File: config.mk
export PLATFORM = sky130hd
export DESIGN_NAME = addend_collector_flat
export DESIGN_NICKNAME = d
export VERILOG_FILES = /design/src/rtl/adder_tree_pkg.sv /design/src/rtl/addend_collector_if.sv /design/src/rtl/valid_delay.sv /design/src/rtl/addend_collector.sv /design/src/flat_wrapper.sv
export SDC_FILE = /design/constraint.sdc
export NUM_CORES = 1
export LEC_CHECK = 0
export CORE_MARGIN = 4
export CORE_UTILIZATION = 40
export CTS_CLUSTER_DIAMETER = 30
export DETAILED_ROUTE_END_ITERATION = 7
export SYNTH_ARGS = -nofsm -noshare
export SYNTH_HDL_FRONTEND = slang
export SYNTH_HIERARCHICAL = 1
export SYNTH_SLANG_ARGS = --single-unit
File: constraint.sdc
create_clock -name clk -period 1.47 [get_ports clk]
set_input_delay 0.294 -clock clk [delete_from_list [all_inputs] [get_ports clk]]
set_output_delay 0.294 -clock clk [all_outputs]
set_load 0.02 [all_outputs]
File: src/rtl/adder_tree_pkg.sv
// Shared defaults for the adder tree and its addend collector.
// Holds tree geometry, latency and the collector state type.
package adder_tree_pkg;

  localparam int ADD_LENGTH   = 16;
  localparam int NUM_ADDEND   = 15;
  localparam int TREE_LATENCY = $clog2(NUM_ADDEND) + 1;

  typedef enum logic {
    FILL,
    FULL
  } state_t;

endpackage

File: src/rtl/addend_collector_if.sv
// Addend input stream: one word per cycle, valid/ready handshake.
// Last marks a short frame and is qualified by valid.
interface addend_collector_if #(
  parameter int W = 16
) ();

  logic [W-1:0] in_data;
  logic         in_valid;
  logic         in_last;
  logic         in_ready;

  modport master (
    output in_data,
    output in_valid,
    output in_last,
    input  in_ready
  );

  modport slave (
    input  in_data,
    input  in_valid,
    input  in_last,
    output in_ready
  );

endinterface

File: src/rtl/valid_delay.sv
// Fixed-depth 1-bit delay line with asynchronous active-low clear.
// Used to align strobes with free-running pipelines.
module valid_delay #(
  parameter int DEPTH = 5
) (
  input  logic clk,
  input  logic rst,
  input  logic d,
  output logic q
);

  logic [DEPTH-1:0] sr;

  generate
    if (DEPTH == 1) begin : g_one
      always_ff @(posedge clk or negedge rst) begin
        if (!rst) sr <= '0;
        else      sr <= d;
      end
    end else begin : g_many
      always_ff @(posedge clk or negedge rst) begin
        if (!rst) sr <= '0;
        else      sr <= {sr[DEPTH-2:0], d};
      end
    end
  endgenerate

  assign q = sr[DEPTH-1];

endmodule

File: src/rtl/addend_collector.sv
// Packs a serial addend stream into frames for the adder tree,
// launches each frame and flags the cycle its sum appears.
module addend_collector #(
  parameter int ADD_LENGTH   = adder_tree_pkg::ADD_LENGTH,
  parameter int NUM_ADDEND   = adder_tree_pkg::NUM_ADDEND,
  parameter int TREE_LATENCY = adder_tree_pkg::TREE_LATENCY
) (
  input  logic                           clk,
  input  logic                           rst,
  addend_collector_if.slave              s,
  input  logic                           hold,
  output logic [ADD_LENGTH*NUM_ADDEND-1:0] addends,
  output logic                           launch,
  output logic                           sum_valid
);

  import adder_tree_pkg::*;

  localparam int IW = $clog2(NUM_ADDEND + 1);
  localparam int VW = ADD_LENGTH * NUM_ADDEND;

  state_t          state;
  state_t          state_nx;
  logic [IW-1:0]   idx;
  logic [ADD_LENGTH-1:0] buf_q [NUM_ADDEND];
  logic [VW-1:0]   pack;
  logic [VW-1:0]   addends_q;
  logic            ready_q;
  logic            ready_nx;
  logic            launch_q;
  logic            accept;
  logic            done;
  logic            xfer;

  // ready_q is only ever high in FILL, so it also gates the state
  assign accept = s.in_valid && ready_q;
  assign done   = accept &&
                  (s.in_last || idx == IW'(NUM_ADDEND - 1));
  assign xfer   = (state == FULL) && !hold;

  always_comb begin
    state_nx = state;
    ready_nx = ready_q;
    unique case (state)
      FILL: begin
        if (done) begin
          state_nx = FULL;
          ready_nx = 1'b0;
        end else begin
          ready_nx = 1'b1;
        end
      end
      FULL: begin
        if (!hold) begin
          state_nx = FILL;
          ready_nx = 1'b1;
        end
      end
    endcase
  end

  always_ff @(posedge clk or negedge rst) begin
    if (!rst) begin
      state   <= FILL;
      ready_q <= 1'b0;
    end else begin
      state   <= state_nx;
      ready_q <= ready_nx;
    end
  end

  always_comb begin
    pack = '0;
    for (int i = 0; i < NUM_ADDEND; i++)
      pack[ADD_LENGTH*i +: ADD_LENGTH] = buf_q[i];
  end

  // Clearing on transfer is what zero-fills short frames
  always_ff @(posedge clk or negedge rst) begin
    if (!rst) begin
      idx       <= '0;
      addends_q <= '0;
      launch_q  <= 1'b0;
      for (int i = 0; i < NUM_ADDEND; i++)
        buf_q[i] <= '0;
    end else begin
      launch_q <= xfer;
      if (xfer) begin
        addends_q <= pack;
        idx       <= '0;
        for (int i = 0; i < NUM_ADDEND; i++)
          buf_q[i] <= '0;
      end else if (accept) begin
        buf_q[idx] <= s.in_data;
        idx        <= idx + IW'(1);
      end
    end
  end

  valid_delay #(
    .DEPTH(TREE_LATENCY)
  ) u_sum_dly (
    .clk(clk),
    .rst(rst),
    .d  (launch_q),
    .q  (sum_valid)
  );

  assign s.in_ready = ready_q;
  assign addends    = addends_q;
  assign launch     = launch_q;

endmodule

File: src/flat_wrapper.sv
// flat-port wrapper written by rule: the top's interface ports become plain ports
module addend_collector_flat import adder_tree_pkg::*;
#(
  parameter int ADD_LENGTH   = adder_tree_pkg::ADD_LENGTH,
  parameter int NUM_ADDEND   = adder_tree_pkg::NUM_ADDEND,
  parameter int TREE_LATENCY = adder_tree_pkg::TREE_LATENCY
)
  (clk, rst, hold, addends, launch, sum_valid, s_in_data, s_in_valid, s_in_last, s_in_ready);
  addend_collector_if s_i ();
  input  logic clk;
  input  logic rst;
  input  logic hold;
  output logic [ADD_LENGTH*NUM_ADDEND-1:0] addends;
  output logic launch;
  output logic sum_valid;
  input wire logic [$bits(s_i.in_data)-1:0] s_in_data;
  input wire logic [$bits(s_i.in_valid)-1:0] s_in_valid;
  input wire logic [$bits(s_i.in_last)-1:0] s_in_last;
  output wire logic [$bits(s_i.in_ready)-1:0] s_in_ready;
  assign s_i.in_data = s_in_data;
  assign s_i.in_valid = s_in_valid;
  assign s_i.in_last = s_in_last;
  assign s_in_ready = s_i.in_ready;
  addend_collector #(.ADD_LENGTH(ADD_LENGTH), .NUM_ADDEND(NUM_ADDEND), .TREE_LATENCY(TREE_LATENCY)) u_core (.clk(clk), .rst(rst), .s(s_i), .hold(hold), .addends(addends), .launch(launch), .sum_valid(sum_valid));
endmodule
==> impl_summary.log, run 1 <==
INFO  metric clk_path_buf_depth = 3
INFO  metric synth.mux.area_fraction = 12.41%
INFO  metric post_syn_area = just under 20000 µm²
INFO  metric antenna_left = 0
INFO  metric crit_path_max_fanout = 2
INFO  metric post-route-min-period = around 1.6 ns
INFO  metric area.growth.synth_to_final = 50.89%
INFO  metric holdWs = ~0.17 ns
INFO  metric leakagePower = 16.71 nW
INFO  metric grt.total_usage = 21.58%
INFO  metric clock_tree_from_tritoncts = built
INFO  metric grt_setup_unrepaired = yes
INFO  metric synth.lib_cells_used.distinct = 28
INFO  metric port_buffers = ~260
INFO  metric antenna_found_initial = 2
INFO  metric grt_pass1_vias = around 15000
INFO  metric dp_slack = -0.4349 ns
INFO  metric wirelength = around 58 mm
INFO  metric critical_path.startpoint_type = flop
INFO  metric post-synth-top-area-fraction = 63.35%
INFO  metric initial_utilization = 40.62%
INFO  metric gpl.final_weighted_congestion = slightly below 0.8
INFO  metric synth_seq_area_share = a little under two thirds
INFO  metric final.period_utilization = 107.5%
INFO  metric worst_setup_path_startpoint = u_core/s.in_ready
INFO  metric final_critical_path_setup_slack = -0.1109 ns
INFO  metric cap_violations = 0
INFO  metric finalClockSkew = 0.02016 ns
INFO  metric synth_top_cells_by_area = sky130_fd_sc_hd__dfrtp_1 63%, sky130_fd_sc_hd__nand2_1 19%, sky130_fd_sc_hd__mux2i_1 12%
INFO  metric fin_util = ~60%
INFO  metric clock_sink_count = about 490
INFO  metric yosys_register_bits = 492
INFO  metric height_of_the_die = 228.4 µm
INFO  metric synth_compound_gate_area_share = less than 1%
INFO  metric vias_per_instance = roughly 4.8
INFO  metric failed_checks = negative setup slack
INFO  metric global_route_wire_length_before_repair = slightly below 90 mm
INFO  metric synth-warning-count = 6
INFO  metric status = complete, but fails checks
INFO  metric setup-tns-final = -3.511 ns
INFO  metric layout.filler_cells = 3841
INFO  metric die_area = around 52000 µm²
INFO  metric post-route-drc-count = 0
INFO  metric cp_data_arrival_time = roughly 1.3 ns
INFO  metric worst_pin_slew = roughly 0.48 ns
INFO  metric dr.first_iter.drc_count = ~1200
INFO  metric worstReg2RegStart = u_core/idx[1]
INFO  metric max-vdd-ir-drop = approximately 1.2 mV
INFO  metric final_hpwl_dp = between 30 and 40 mm
INFO  metric worstSetupPathType = flop to output pin
INFO  metric critical_path_required = between 1 and 1.5 ns
INFO  metric inserted_clock_buffers = approximately 100
INFO  metric synth-adder-area-share = less than 1%
INFO  metric post_synth_xor_xnor_area = less than 1%
INFO  metric syn_inst = between 1500 and 2000
INFO  metric syn_nets = between 1500 and 2000
INFO  metric setup_viol_count_final = 150
INFO  metric clkTransAtPathRegs = 0.05 ns
INFO  metric layout_net_count = between 2000 and 2500
INFO  metric cts_root_buffer = sky130_fd_sc_hd__clkbuf_16
INFO  metric max_freq = around 630 MHz
INFO  metric final_max_slew_viol_count = 0
INFO  metric routed-via-count = between 10000 and 15000
INFO  metric final_report_hold_violation_count = 0
INFO  metric fp.coreArea = approximately 48000 µm²
INFO  metric insertion_delay = around 0.63 ns
INFO  metric routed_wire_length_per_instance = roughly 19 µm
INFO  metric htree_levels = 3
INFO  metric synth_simple_gate_area_share = 20.19%
INFO  metric reg2regPathDepth = 7
INFO  metric power_density = between 1500 and 2000 nW/µm²
INFO  metric end_kind = output pin
INFO  metric synthesis.area_per_instance = a little over 10 µm²
INFO  metric die_w = between 200 and 250 µm
INFO  metric core.rowCount = 80
INFO  metric design.portCount = about 260
INFO  metric first_pass_iters = 5
INFO  metric antenna_cells_inserted = 0
INFO  metric synth_area_leader_cell = sky130_fd_sc_hd__dfrtp_1
INFO  metric hold_path_class = input port to asynchronous set/reset pin
INFO  metric timing.max_slew.rel_slack = between 60% and 70%
INFO  metric grt-ovfl-total = 0
INFO  metric combinational_family_with_the_most_area_after_synthesis = simple AND/OR/NAND/NOR gates
INFO  metric fraction_of_final_layout_cells_with_drive_strength_greater_than_1 = between 20 and 30%
INFO  metric grt_max_degree = between 80 and 90
-- area by class of cell --
| class | count | area [µm²] | area share, % |
|---|---|---|---|
| repair buffers | 527 | 5827 | 19.87 |
| clock buffers | 136 | 2913 | 9.933 |
| flip-flops and latches | 492 | 12310 | 42.00 |
| well taps | 615 | 769.5 | 2.624 |
| clock inverters | 54 | 787.0 | 2.684 |
| multi-input cells | 1266 | 6689 | 22.81 |
| inverters | 3 | 23.77 | 0.08107 |
-- worst max-delay path, stage by stage, from the launching register on --
cell and delay [ns]:
sky130_fd_sc_hd__dfrtp_1 0.41, sky130_fd_sc_hd__buf_6 0.14, sky130_fd_sc_hd__buf_12 0.12
-- cell usage in the layout, fill, tap and decap left out, types with 2 or more instances in the layout --
cell / count
sky130_fd_sc_hd__mux2i_1: 237
sky130_fd_sc_hd__nand2_2: 3
sky130_fd_sc_hd__buf_16: 3
sky130_fd_sc_hd__buf_4: 188
sky130_fd_sc_hd__mux2i_2: 4
sky130_fd_sc_hd__bufinv_16: 16
sky130_fd_sc_hd__nand3_4: 5
sky130_fd_sc_hd__nand2_4: 3
sky130_fd_sc_hd__clkbuf_1: 13
sky130_fd_sc_hd__and2b_4: 2
sky130_fd_sc_hd__ha_4: 4
sky130_fd_sc_hd__clkinv_8: 3
sky130_fd_sc_hd__buf_6: 251
sky130_fd_sc_hd__and3_4: 2
sky130_fd_sc_hd__clkinv_4: 3
sky130_fd_sc_hd__clkbuf_8: 19
sky130_fd_sc_hd__clkinv_2: 16
sky130_fd_sc_hd__nand2_8: 8
sky130_fd_sc_hd__dfrtp_1: 490
sky130_fd_sc_hd__dfrtp_2: 2
sky130_fd_sc_hd__clkinvlp_4: 9
sky130_fd_sc_hd__clkbuf_16: 109
sky130_fd_sc_hd__nor2_1: 2
sky130_fd_sc_hd__buf_12: 58
sky130_fd_sc_hd__inv_6: 6
sky130_fd_sc_hd__clkdlybuf4s50_1: 19
sky130_fd_sc_hd__nand2_1: 980
sky130_fd_sc_hd__nand3_1: 3
sky130_fd_sc_hd__inv_16: 2
-- cells by family after synthesis --
logic type / count (synthesis)
buffers and inverters: 122
adders and majority gates: 4
muxes: 241
xor gates and xnor gates: 2
and+or+nand+nor: 1011
AOI/OAI and AO/OA: 4
DFF: 492
-- report_power, final --
| part | switching [W] | internal (W) |
|---|---|---|
| clock | 0.00750 | 0.0167 |
| combinational | 0.00706 | 0.00721 |
| sequential | 0.00243 | 0.0168 |
| total | 0.0170 | 0.0407 |
-- metrics by stage --
stage               power (W)  std cells  area, µm²
floorplan             0.02452       1876      19480
global placement      0.03029       2734      23590
detailed placement    0.03060       2734      23590
CTS                   0.05732       3028      28640
global route          0.06035       3093      29320
finish                0.05774       3093      29320
-- state kept, by name, indices dropped and copies added (netlist names) --
signal               count
u_core/state             1
u_core/idx               4
u_core/buf_q           240
u_core/launch            1
u_core/addends         240
u_core/s.in_ready        1
u_core/u_sum_dly/sr      5
-- cells in the mapped netlist (all sizes together) --
cell	instances
nand2	990
dfrtp	492
mux2i	241
buf	101
clkbuf	18
nand3	8
ha	4
and2b	3
and3	3
inv	3
nor2	3
nand2b	2
a21oi	1
a31oi	1
and3b	1
nor2b	1
o31ai	1
o32a	1
xnor2	1
xor2	1
-- metal layers --
| metal | vias to the layer above | GRT usage (%) | routed length, µm |
|---|---|---|---|
| met5 | - | 0 | 21 |
| met4 | 4 | 6.582 | 1081 |
| met3 | 62 | 5.533 | 3600 |
| met2 | 435 | 32.88 | 26850 |
| met1 | 7425 | 30.63 | 26690 |
| li1 | 6967 | - | - |
-- final timing paths --
check | to | slack (ns)
setup reg to reg | u_core/buf_q[30] | -0.11
hold / removal | u_core/buf_q[209] | 0.17
hold reg to reg | u_core/u_sum_dly/sr[2] | 0.34
max in group asynchronous | u_core/addends[154] | 0.49
min in group clk | u_core/state | 0.34
setup / recovery | s_in_ready | -0.11
-- repair_timing --
item / 4_1_cts / 5_1_grt
gates resized for setup: 1479 / 24
buffers inserted: 97 / 61
cloned: 7 / 5
hold buffers: 1 / 0
endpoints found under the hold margin: 394 / 0
setup endpoints to repair: 384 / 444
pin swaps: 3 / 7
No activity file was read; power rests on OpenSTA's default activity.
==> inputs of run 2 (changes only) <==
--- a/config.mk
+++ b/config.mk
@@ -5,10 +5,12 @@
 export SDC_FILE = /design/constraint.sdc
 export NUM_CORES = 1
 export LEC_CHECK = 0
+export CORE_ASPECT_RATIO = 1.75
 export CORE_MARGIN = 4
 export CORE_UTILIZATION = 40
 export CTS_CLUSTER_DIAMETER = 30
 export DETAILED_ROUTE_END_ITERATION = 7
+export SETUP_SLACK_MARGIN = 0.4
 export SYNTH_ARGS = -nofsm -noshare
 export SYNTH_HDL_FRONTEND = slang
 export SYNTH_HIERARCHICAL = 1
==> impl_summary.log, run 2 (same netlist as run 1, synthesis figures left out) <==
INFO  metric final_hpwl_dp = 36.26 mm (+4.0%)
INFO  metric die_w = 174.6 µm (-24%)
INFO  metric status = complete, but fails checks
INFO  metric post-route-min-period = 1.593 ns (+0.01257 ns)
INFO  metric worst_setup_path_startpoint = u_core/idx[0]
INFO  metric routed_wire_length_per_instance = 20.76 µm (+10%)
INFO  metric hold_path_class = input port to asynchronous set/reset pin
INFO  metric wirelength = 65.14 mm (+12%)
INFO  metric dp_slack = -0.4247 ns (+0.01016 ns)
INFO  metric power_density = 1757 nW/µm² (-11%)
INFO  metric cts_root_buffer = sky130_fd_sc_hd__clkbuf_16
INFO  metric vias_per_instance = 4.881 (+1.4%)
INFO  metric fp.coreArea = 47880 µm² (about the same)
INFO  metric gpl.final_weighted_congestion = 0.7770 (-2.3%)
INFO  metric layout_commonest_cell = sky130_fd_sc_hd__nand2_1
INFO  metric fraction_of_final_layout_cells_with_drive_strength_greater_than_1 = 34.15% (+4.9 points)
INFO  metric cap_violations = 0 (unchanged)
INFO  metric clock_sink_count = 492 (unchanged)
INFO  metric p_seq_share = 36.7% (+3.3 points)
INFO  metric post-route-drc-count = 0 (unchanged)
INFO  metric routed-via-count = 15320 (+2.8%)
INFO  metric layout_net_count = 2462 (+1.9%)
INFO  metric htree_levels = 3 (unchanged)
INFO  metric height_of_the_die = 299.6 µm (+31%)
INFO  metric antenna_found_initial = 1 (-1)
INFO  metric worstReg2RegStart = u_core/idx[0]
INFO  metric clock_power_share = 33.8% (-8.1 points)
INFO  metric critical_path_required = 1.92 ns (+0.74 ns)
INFO  metric dr.first_iter.drc_count = 885 (-24%)
INFO  metric grt_setup_unrepaired = yes
INFO  metric crit_path_max_fanout = 8 (+6)
INFO  metric setup-tns-final = -8.644 ns (-5.134 ns)
INFO  metric leakagePower = 16.97 nW (+1.6%)
INFO  metric final_max_slew_viol_count = 0 (unchanged)
INFO  metric cp_data_arrival_time = 2.05 ns (+0.76 ns)
INFO  metric final_report_hold_violation_count = 0 (unchanged)
INFO  metric inserted_clock_buffers = 69 (-32%)
INFO  metric power.switching_fraction = 31.42% (+2.0 points)
INFO  metric setup_viol_count_final = 188 (+25%)
INFO  metric worstSetupPathType = flop to flop
INFO  metric combPwrFrac = 29.5% (+4.8 points)
INFO  metric clk_path_buf_depth = 3 (unchanged)
INFO  metric first_pass_iters = 5 (unchanged)
INFO  metric reg2regPathDepth = 7 (unchanged)
INFO  metric grt-ovfl-total = 0 (unchanged)
INFO  metric timing.max_slew.rel_slack = 68.59% (+0.69 points)
INFO  metric end_kind = flop
INFO  metric insertion_delay = 0.59 ns (-0.04 ns)
INFO  metric net-switching-power = 0.01654 W (-2.7%)
INFO  metric worst_pin_slew = 0.4712 ns (-0.01034 ns)
INFO  metric finalClockSkew = 0.02449 ns (+0.004323 ns)
INFO  metric antenna_left = 0 (unchanged)
INFO  metric global_route_wire_length_before_repair = 88.98 mm (-0.15%)
INFO  metric p_int = 0.03610 W (-11%)
INFO  metric final_cell_mix = 883 x sky130_fd_sc_hd__nand2_1, 482 x sky130_fd_sc_hd__dfrtp_1, 274 x sky130_fd_sc_hd__buf_6, 237 x sky130_fd_sc_hd__mux2i_1, 205 x sky130_fd_sc_hd__buf_4
INFO  metric max_freq = 627.6 MHz (-0.79%)
INFO  metric max-vdd-ir-drop = 1.129 mV (-3.2%)
INFO  metric initial_utilization = 40.59% (about the same)
INFO  metric port_buffers = 263 (unchanged)
INFO  metric final.period_utilization = 108.4% (+0.85 points)
INFO  metric design.portCount = 264 (unchanged)
INFO  metric critical_path.startpoint_type = flop
INFO  metric core.rowCount = 106 (+33%)
INFO  metric final_critical_path_setup_slack = -0.1235 ns (-0.01257 ns)
INFO  metric grt_pass1_vias = 15580 (+2.0%)
INFO  metric area.growth.synth_to_final = 54.20%
INFO  metric grt.total_usage = 21.51% (-0.078 points)
INFO  metric grt_max_degree = 75 (-9.6%)
INFO  metric clock_tree_from_tritoncts = built
INFO  metric failed_checks = negative setup slack
INFO  metric die_area = 52310 µm² (+0.26%)
INFO  metric clkTransAtPathRegs = 0.06 ns (about the same)
-- run 2: cell types whose count changed in the layout (fill, tap and decap cells not counted), sizes merged --
cell      previous run  this run
clkinv              22        16
buf                502       548
clkbuf             141       119
diode                0         1
clkinvlp             9         4
bufinv              16        11
nand2              994       997
-- run 2: final cells by class --
| type | instances | area, µm² |
|---|---|---|
| fillers | 3696 | 17910 |
| flip-flops and latches | 492 | 12320 |
| multi-input cells | 1269 | 7204 |
| repair buffers | 599 | 7032 |
| clock buffers | 88 | 1963 |
| well taps | 648 | 810.8 |
| clock inverters | 35 | 526.8 |
| repair inverters | 3 | 66.31 |
| inverters | 3 | 37.54 |
| diodes | 1 | 2.502 |
-- run 2: what timing repair did --
action | 4_1_cts | 5_1_grt
hold buffers | 1 | 0
pin swaps | 3 | 90
cloned | 5 | 51
setup buffers | 76 | 84
endpoints found under the hold margin | 266 | 0
endpoints found under the setup margin | 729 | 765
gates resized for setup | 1504 | 235
-- run 2: stage by stage --
stage               instances  util [%]  power, W  cell area (µm²)  hold slack (ns)
floorplan                1876         -   0.02470            19710        -0.001591
global placement         2797     49.51   0.03046            23710           0.2031
detailed placement       2797     49.51   0.03072            23710           0.2095
CTS                      3002     57.08   0.05038            27330           0.1935
global route             3137     62.59   0.05496            29970           0.1901
finish                   3138     62.59   0.05264            29970           0.1883
-- run 2: path summary, 6_finish.rpt --
| kind | end | slack (ns) |
|---|---|---|
| max | u_core/buf_q[6] | -0.12 |
| min | u_core/addends[190] | 0.19 |
| max reg2reg | u_core/buf_q[6] | -0.12 |
| min reg2reg | u_core/u_sum_dly/sr[3] | 0.33 |
| max in group asynchronous | u_core/buf_q[157] | 0.47 |
| min in group clk | u_core/u_sum_dly/sr[3] | 0.33 |
-- run 2: power groups by stage --
| stage | registers (W) | clock network, W | logic (W) |
|---|---|---|---|
| 3_5_place_dp | 0.0191 | 0 | 0.0116 |
| 2_1_floorplan | 0.0205 | 0 | 0.00425 |
| 5_1_grt | 0.0197 | 0.0187 | 0.0166 |
| 6_report | 0.0193 | 0.0178 | 0.0155 |
| 3_3_place_gp | 0.0190 | 0 | 0.0114 |
| 4_1_cts | 0.0192 | 0.0180 | 0.0131 |
-- run 2: critical path, stage by stage, from the launching register on --
cell                      delay (ns)
sky130_fd_sc_hd__dfrtp_1        0.40
sky130_fd_sc_hd__inv_2          0.12
sky130_fd_sc_hd__ha_4           0.16
sky130_fd_sc_hd__and3_4         0.22
sky130_fd_sc_hd__buf_6          0.11
sky130_fd_sc_hd__nand3_4        0.11
sky130_fd_sc_hd__buf_12         0.18
sky130_fd_sc_hd__mux2i_2        0.15
-- run 2: per-layer routing --
layer / track usage, % / vias up / wire, µm
li1: - / 7053 / -
met1: 27.42 / 7679 / 25660
met2: 36.63 / 480 / 34090
met3: 4.239 / 104 / 3214
met4: 7.639 / 0 / 2177
met5: 0 / - / 0
==> inputs of run 3 (changes only) <==
--- a/config.mk
+++ b/config.mk
@@ -6,7 +6,6 @@
 export NUM_CORES = 1
 export LEC_CHECK = 0
 export CORE_ASPECT_RATIO = 1.75
-export CORE_MARGIN = 4
 export CORE_UTILIZATION = 40
 export CTS_CLUSTER_DIAMETER = 30
 export DETAILED_ROUTE_END_ITERATION = 7
==> impl_summary.log, run 3 (same netlist as run 1, synthesis figures left out) <==
INFO  metric cp_data_arrival_time = 2.10 ns (+0.05 ns)
INFO  metric layout.cell_area.non_filler = 31640 µm² (+5.6%)
INFO  metric p_int = 0.03488 W (-3.4%)
INFO  metric clock_power_share = 30.9% (-2.9 points)
INFO  metric fp.coreArea = 47880 µm² (unchanged)
INFO  metric vias_per_instance = 5.039 (+3.2%)
INFO  metric final.period_utilization = 112.2% (+3.8 points)
INFO  metric layout_commonest_cell = sky130_fd_sc_hd__nand2_1
INFO  metric routed_wire_length_per_instance = 21.45 µm (+3.3%)
INFO  metric worstReg2RegStart = u_core/idx[1]
INFO  metric cts_root_buffer = sky130_fd_sc_hd__clkbuf_16
INFO  metric insertion_delay = 0.58 ns (about the same)
INFO  metric timing.max_slew.rel_slack = 63.55% (-5.0 points)
INFO  metric height_of_the_die = 293.6 µm (-2.0%)
INFO  metric critical_path.startpoint_type = flop
INFO  metric antenna_cells_inserted = 0 (-1)
INFO  metric placedInstanceArea = 23760 µm² (+0.23%)
INFO  metric port_buffers = 263 (unchanged)
INFO  metric core.rowCount = 106 (unchanged)
INFO  metric final_report_hold_violation_count = 0 (unchanged)
INFO  metric worst_path_cell_trace = inv_2, ha_4, and3_4, buf_6, nand3_4, buf_12, mux2i_2
INFO  metric worstSetupPathType = flop to flop
INFO  metric failed_checks = negative setup slack
INFO  metric wirelength = 67.58 mm (+3.7%)
INFO  metric crit_path_buf_inv_count = 3 (unchanged)
INFO  metric power_density = 1642 nW/µm² (-6.6%)
INFO  metric hold_path_class = input port to asynchronous set/reset pin
INFO  metric worst_setup_path_startpoint = u_core/idx[1]
INFO  metric net-switching-power = 0.01705 W (+3.1%)
INFO  metric fraction_of_final_layout_cells_with_drive_strength_greater_than_1 = 40.43% (+6.3 points)
INFO  metric initial_utilization = 40.59% (unchanged)
INFO  metric fin_util = 66.07% (+3.5 points)
INFO  metric clock_sink_count = 492 (unchanged)
INFO  metric design.portCount = 264 (unchanged)
INFO  metric critical_path_required = 1.92 ns (about the same)
INFO  metric post-route-drc-count = 0 (unchanged)
INFO  metric crit_path_max_fanout = 6 (-2)
INFO  metric inserted_clock_buffers = 66 (-4.3%)
INFO  metric max_freq = 606.2 MHz (-3.4%)
INFO  metric grt-ovfl-total = 0 (unchanged)
INFO  metric layout_net_count = 2477 (+0.61%)
INFO  metric setup_viol_count_final = 245 (+30%)
INFO  metric routed-via-count = 15880 (+3.7%)
INFO  metric p_seq_share = 37.7% (+1.0 points)
INFO  metric dr.first_iter.drc_count = 953 (+7.7%)
INFO  metric reg2regPathDepth = 7 (unchanged)
INFO  metric worst_path_largest_cell_delay = 0.44 ns (+0.04 ns)
INFO  metric worst-r2r-setup-slack = -0.18 ns (-0.06 ns)
INFO  metric grt_pass1_vias = 16080 (+3.2%)
INFO  metric end_kind = flop
INFO  metric timing.critical_path.slowest_stage_cell = sky130_fd_sc_hd__dfrtp_2
INFO  metric grt_max_degree = 82 (+9.3%)
INFO  metric antenna_left = 0 (unchanged)
INFO  metric max-vdd-ir-drop = 0.8885 mV (-21%)
INFO  metric htree_levels = 3 (unchanged)
INFO  metric die_area = 49500 µm² (-5.4%)
INFO  metric power.switching_fraction = 32.84% (+1.4 points)
INFO  metric final_hpwl_dp = 35.18 mm (-3.0%)
INFO  metric leakagePower = 17.76 nW (+4.7%)
INFO  metric clkTransAtPathRegs = 0.06 ns (about the same)
INFO  metric final_cell_mix = 751 x sky130_fd_sc_hd__nand2_1, 469 x sky130_fd_sc_hd__dfrtp_1, 275 x sky130_fd_sc_hd__buf_6, 232 x sky130_fd_sc_hd__mux2i_1, 150 x sky130_fd_sc_hd__buf_4
INFO  metric die_w = 168.6 µm (-3.4%)
INFO  metric global_route_wire_length_before_repair = 93.89 mm (+5.5%)
INFO  metric combPwrFrac = 31.4% (+1.9 points)
INFO  metric status = complete, but fails checks
INFO  metric grt.total_usage = 25.16% (+3.7 points)
INFO  metric worstReg2RegEnd = u_core/buf_q[27]
INFO  metric cap_violations = 0 (unchanged)
INFO  metric clock_tree_from_tritoncts = built
INFO  metric finalClockSkew = 0.01671 ns (-0.007777 ns)
INFO  metric post-route-min-period = 1.650 ns (+0.05627 ns)
INFO  metric cell_family_contributing_the_most_delay_on_the_critical_path = flip-flops
INFO  metric final_critical_path_setup_slack = -0.1798 ns (-0.05627 ns)
INFO  metric worst_pin_slew = 0.5455 ns (+0.07432 ns)
INFO  metric first_pass_iters = 5 (unchanged)
INFO  metric clk_path_buf_depth = 3 (unchanged)
INFO  metric gpl.final_weighted_congestion = 0.7938 (+2.2%)
INFO  metric final_max_slew_viol_count = 0 (unchanged)
INFO  metric grt_setup_unrepaired = yes
INFO  metric antenna_found_initial = 2 (+1)
INFO  metric area.growth.synth_to_final = 62.79%
[run 3: cell count changes in the layout (fill, tap and decap cells not counted), sizes merged]
cell,before,now
clkinvlp,4,7
bufbuf,0,1
diode,1,0
inv,10,16
bufinv,11,5
buf,548,561
clkbuf,119,113
clkinv,16,19
[run 3: area by class of cell]
class	instances	area (µm²)
Clock buffer	81	1812
Clock inverter	38	396.6
Fill cell	3470	16240
Inverter	3	40.04
Multi-Input combinational cell	1269	7898
Sequential cell	492	12340
Tap cell	648	810.8
Timing Repair Buffer	614	8214
Timing Repair inverter	6	123.9
[run 3: routing by layer]
layer | routed length (µm) | share of wire [%] | up-vias | track usage [%]
met3 | 3398 | 5.0 | 154 | 4.291
met2 | 34700 | 51 | 572 | 42.81
li1 | - | - | 7088 | -
met1 | 26150 | 39 | 8061 | 30.51
met4 | 3305 | 4.9 | 4 | 13.17
met5 | 26 | 0.038 | - | 0
[run 3: metrics by stage]
stage               setup slack (ns)  hold WS [ns]  TNS, ns  cells  total power, W
global placement             -0.3804        0.1670  -112.70   2786         0.03036
global route                 -0.2106        0.1832   -28.76   3151         0.05397
detailed placement           -0.4217        0.1709  -126.66   2786         0.03065
CTS                         -0.07549        0.1657   -3.537   3050         0.04994
floorplan                   0.009701     -0.001591        0   1876         0.02470
finish                       -0.1798        0.1731   -14.62   3151         0.05193
[run 3: how the worst max path moves through the flow]
stage                             end  slack [ns]  cells after the start
global route         u_core/buf_q[20]       -0.21                      7
global placement     u_core/buf_q[33]       -0.38                      5
detailed placement   u_core/buf_q[44]       -0.42                      5
CTS                 u_core/buf_q[200]       -0.08                      7
floorplan            u_core/buf_q[12]        0.01                      7
finish               u_core/buf_q[27]       -0.18                      7
[run 3: worst register-to-register path: cells and delay by family (launching register included)]
family / cells / cell delay [ns]
muxes: 1 / 0.15
and+or+nand+nor: 2 / 0.37
buffers and inverters: 3 / 0.43
adders and majority gates: 1 / 0.14
DFF: 1 / 0.44
[run 3: power groups by stage]
| stage | combinational (W) | clock [W] | sequential (W) |
|---|---|---|---|
| 2_1_floorplan | 0.00425 | 0 | 0.0205 |
| 3_3_place_gp | 0.0113 | 0 | 0.0191 |
| 3_5_place_dp | 0.0115 | 0 | 0.0191 |
| 4_1_cts | 0.0144 | 0.0162 | 0.0193 |
| 5_1_grt | 0.0173 | 0.0168 | 0.0199 |
| 6_report | 0.0163 | 0.0161 | 0.0196 |
[run 3: what timing repair did]
| item | 4_1_cts | 5_1_grt |
|---|---|---|
| hold buffers | 1 | 0 |
| resized for setup | 1644 | 373 |
| buffers inserted | 101 | 58 |
| pin swaps | 36 | 174 |
| endpoints found under the setup margin | 730 | 730 |
| cloned | 43 | 43 |
| endpoints found under the hold margin | 337 | 0 |
